$ cat src/rtl/mux_stream_nto1.sv
// Registered N-to-1 stream multiplexer with valid/ready handshaking.
// Grants come from an external select (fixed mode) or a round-robin scan.
module mux_stream_nto1 #(
  parameter int unsigned WIDTH = 8,
  parameter int unsigned N     = 4,
  parameter int unsigned SELW  = 2
) (
  input  logic                 clk,
  input  logic                 rst,
  input  logic [N*WIDTH-1:0]   in_data,
  input  logic [N-1:0]         in_valid,
  output logic [N-1:0]         in_ready,
  input  logic [SELW-1:0]      sel,
  input  logic                 mode,
  output logic [WIDTH-1:0]     out_data,
  output logic                 out_valid,
  input  logic                 out_ready,
  output logic [SELW-1:0]      out_chan
);

  logic [WIDTH-1:0] out_data_q, out_data_d;
  logic [SELW-1:0]  out_chan_q, out_chan_d;
  logic             out_valid_q, out_valid_d;
  logic [SELW-1:0]  ptr_q, ptr_d;

  logic             load_en;
  logic             grant_vld;
  logic [SELW-1:0]  grant_idx;
  logic [SELW-1:0]  scan_idx;
  logic             xfer;
  logic [WIDTH-1:0] grant_data;

  assign load_en = !out_valid_q || out_ready;

  // Round-robin scan starts just after ptr and ends at ptr itself; the
  // SELW-bit add wraps modulo N because N is a power of two.
  always_comb begin
    grant_vld = 1'b0;
    grant_idx = '0;
    scan_idx  = '0;
    if (!mode) begin
      if (in_valid[sel]) begin
        grant_vld = 1'b1;
        grant_idx = sel;
      end
    end else begin
      for (int unsigned k = 1; k <= N; k++) begin
        scan_idx = ptr_q + SELW'(k);
        if (!grant_vld && in_valid[scan_idx]) begin
          grant_vld = 1'b1;
          grant_idx = scan_idx;
        end
      end
    end
  end

  assign xfer = load_en && grant_vld && !rst;

  always_comb begin
    in_ready = '0;
    in_ready[grant_idx] = xfer;
  end

  always_comb begin
    grant_data = '0;
    for (int unsigned k = 0; k < N; k++) begin
      if (SELW'(k) == grant_idx) begin
        grant_data = in_data[k*WIDTH +: WIDTH];
      end
    end
  end

  always_comb begin
    out_data_d  = out_data_q;
    out_chan_d  = out_chan_q;
    out_valid_d = out_valid_q;
    ptr_d       = ptr_q;
    if (xfer) begin
      out_data_d  = grant_data;
      out_chan_d  = grant_idx;
      out_valid_d = 1'b1;
      if (mode) begin
        ptr_d = grant_idx;
      end
    end else if (out_ready) begin
      out_valid_d = 1'b0;
    end
  end

  always_ff @(posedge clk) begin
    if (rst) begin
      out_data_q  <= '0;
      out_chan_q  <= '0;
      out_valid_q <= 1'b0;
      ptr_q       <= '1;
    end else begin
      out_data_q  <= out_data_d;
      out_chan_q  <= out_chan_d;
      out_valid_q <= out_valid_d;
      ptr_q       <= ptr_d;
    end
  end

  assign out_data  = out_data_q;
  assign out_chan  = out_chan_q;
  assign out_valid = out_valid_q;

endmodule

$ cat config.mk
export PLATFORM = sky130hd
export DESIGN_NAME = mux_stream_nto1
export DESIGN_NICKNAME = d
export VERILOG_FILES = /design/src/rtl/mux_stream_nto1.sv
export SDC_FILE = /design/constraint.sdc
export NUM_CORES = 1
export LEC_CHECK = 0
export ABC_CLOCK_PERIOD_IN_PS = 2200
export CORE_MARGIN = 2
export CORE_UTILIZATION = 35
export DETAILED_ROUTE_END_ITERATION = 7
export PLACE_DENSITY = 0.8
export SYNTH_ARGS = -nofsm -noshare
export SYNTH_HDL_FRONTEND = slang
export SYNTH_SLANG_ARGS = --single-unit
$ cat constraint.sdc
create_clock -name clk -period 2.2 [get_ports clk]
set_input_delay 0.44 -clock clk [delete_from_list [all_inputs] [get_ports clk]]
set_output_delay 0.44 -clock clk [all_outputs]
set_load 0.02 [all_outputs]
==> metrics.txt <==
run status=complete, no violations; Cell Pwr Density=around 480 nW/um2; Post-synth EDFFs=0; htree depth=1; max_slew headroom=roughly 80%; Yosys top cell area share=just over 30%; clk_lat worst skew=about 0.27 ns; antenna cells=0; clock power share=~19%; DP Cell Count=around 200; #FFs+latches synth=13; top cells by area, synth=dfxtp_1, mux2i_1, o221ai_1; Congestion Overflow GR=0; Tot Pwr=slightly below 800 uW; initial antenna violation count=0; DR vias=between 1,000 and 1,500; Fin Setup TNS=0 ns; drt pass-1 iters=4; Total Wirelength=about 2.8 mm; Area Overhead vs Synth=92.23%; max-slew violations=0; Mapped Nets=roughly 140; syn avg cell area=roughly 9 um2; DR iter-0 viols=11; max frequency=roughly 460 MHz; YS warnings=0; Non-Filler Instances=roughly 200; share of layout cells above drive strength 1=between 20 and 30%; # rows=17; worst-path maximum fanout=3; Buffers on Ports=between 50 and 60; die area=roughly 2800 um2; vias in the first global route=roughly 1,100; RePlAce Congestion=around 0.84; hold_buf cts=0; switching share of power=31.55%; Commonest cells post-synth=mux2i_1, dfxtp_1, nand2_1, o221ai_1, a21oi_1; top_reg_cell synth=dfxtp_1; clk_skew=~0.0054 ns; DP Area=around 1600 um2; top-count cell post-synth=mux2i_1; DIE WIDTH=between 50 and 60 um; post-DR vias/cell=~5.2; area leader, netlist=dfxtp_1; RSZ-0062 raised after global routing=true; Core Region=2255 um2; Clock Tree Root=clkbuf_4; Critical Path End Type=output port; Sw Pwr=between 200 and 250 uW; die height=roughly 53 um; Unique masters post-synth=30; Post-route DRC=0; cell area after layout=between 1500 and 2000 um2; setup violators final=0; Synth Cell Area=between 800 and 900 um2; # IOs=between 50 and 60; Slew @ Worst Pin=roughly 0.28 ns; post-route clock period utilization=roughly 98%; WP data arrival=1.71 ns; first-pass GRT wire length=~4.3 mm; CTS Buf Count=3; CTS clk-pin slew, worst paths=0.08 ns; Final nets=220; Crit Path Class=in2out; Logic pwr share=between 40% and 50%; Int Power=roughly 540 uW; CTS sink cnt=13; critical path launch point type=input port; gr usage total=21.34%; LEAKAGE=0.7323 nW; WP data required=between 1.5 and 2 ns; Initial Utilization=about 38%; DP Wirelength=2.270 mm; post-synthesis cell count=95; part of the power in registers=roughly 36%; utilization after layout=between 70% and 80%; Fin. Hold Viols=0; largest net degree at the start of global routing=9; Peak VDD IR=0.3963 mV; Post-DRT Antenna Nets=0; CTS tree=yes; worst hold path class=reg2reg; Fillers=between 150 and 200; final worst path period need=approximately 2.2 ns; Max Cap Viol=0; ys async rst share=0%; Routed wire per std cell=approximately 14 um; register area share after synthesis=between 30% and 40%; Clock Path Buffers=2
logic make-up (layout without fill, tap and decap cells):
| group | count (synthesis) | count (layout) | synth area share [%] |
|---|---|---|---|
| AO/OA/AOI/OAI | 26 | 26 | 24.05 |
| buffers and inverters | 6 | 88 | 4.398 |
| flip-flops | 13 | 13 | 30.50 |
| multiplexers | 20 | 20 | 23.61 |
| AND/OR/NAND/NOR | 30 | 30 | 17.45 |
flip-flops by register name, summed over array words and instances, names as in the netlist:
signal,cells
out_data,8
out_valid,1
ptr_q,2
out_chan,2
repair_timing:
item,4_1_cts,5_1_grt
gates cloned,0,0
buffers inserted,4,0
pin swaps,7,4
resized for setup,49,12
setup endpoints to repair,4,3
critical path: stages:
cell	delay, ns
clkdlybuf4s15_2	0.20
or2_1	0.23
o21ai_1	0.13
nand2_1	0.11
or3_4	0.36
nor2_4	0.12
buf_6	0.12
cells in the final DEF, fill, tap and decap left out, drive strengths merged, types with 4 or more instances in the layout:
cell type | synthesis | routed
a21oi | 6 | 6
nor2 | 5 | 5
mux2i | 19 | 19
o221ai | 9 | 9
nand2b | 4 | 4
clkdlybuf4s50 | 0 | 43
nand2 | 11 | 11
dfxtp | 13 | 13
clkbuf | 1 | 5
buf | 2 | 34
power groups by stage:
stage                     clock [mW]  combinational (mW)  sequential, mW
after detailed placement           0               0.348           0.288
after global routing           0.163               0.384           0.286
after CTS                      0.152               0.361           0.283
after global placement             0               0.341           0.286
final                          0.146               0.360           0.283
after floorplan                    0               0.121           0.318
per-layer routing:
| layer | track usage [%] | routed length, um |
|---|---|---|
| met1 | 21.20 | 1080 |
| met2 | 39.09 | 1414 |
| met3 | 7.062 | 274 |
| met4 | 10.26 | 50 |
| met5 | 0 | 0 |
through the flow:
stage / hold WS, ns / setup slack (ns)
final: 0.4673 / 0.04821
after global routing: 0.5061 / -0.0002632
after CTS: 0.4740 / 0.002488
after detailed placement: 0.4598 / -0.7866
after global placement: 0.4467 / -0.7509
after floorplan: 0.4842 / 0.1086
final timing paths:
check / cells past startpoint / from / to / slack, ns
max: 7 / mode / in_ready[1] / 0.05
min: 2 / out_data[3]$_SDFFE_PP0P_ / out_data[3]$_SDFFE_PP0P_ / 0.47
max reg2reg: 8 / ptr_q[1]$_SDFFE_PP1P_ / out_data[7]$_SDFFE_PP0P_ / 0.35
min reg2reg: 2 / out_data[3]$_SDFFE_PP0P_ / out_data[3]$_SDFFE_PP0P_ / 0.47
cell type report:
| type | count | area [um2] | share of cell area (%) |
|---|---|---|---|
| multi-input cells | 76 | 598.1 | 36.46 |
| well taps | 28 | 35.03 | 2.136 |
| flip-flops and latches | 13 | 262.8 | 16.02 |
| repair buffers | 81 | 706.9 | 43.10 |
| inverters | 3 | 11.26 | 0.6865 |
| clock buffers | 4 | 26.28 | 1.602 |
Power figures use the tool's default switching activity.
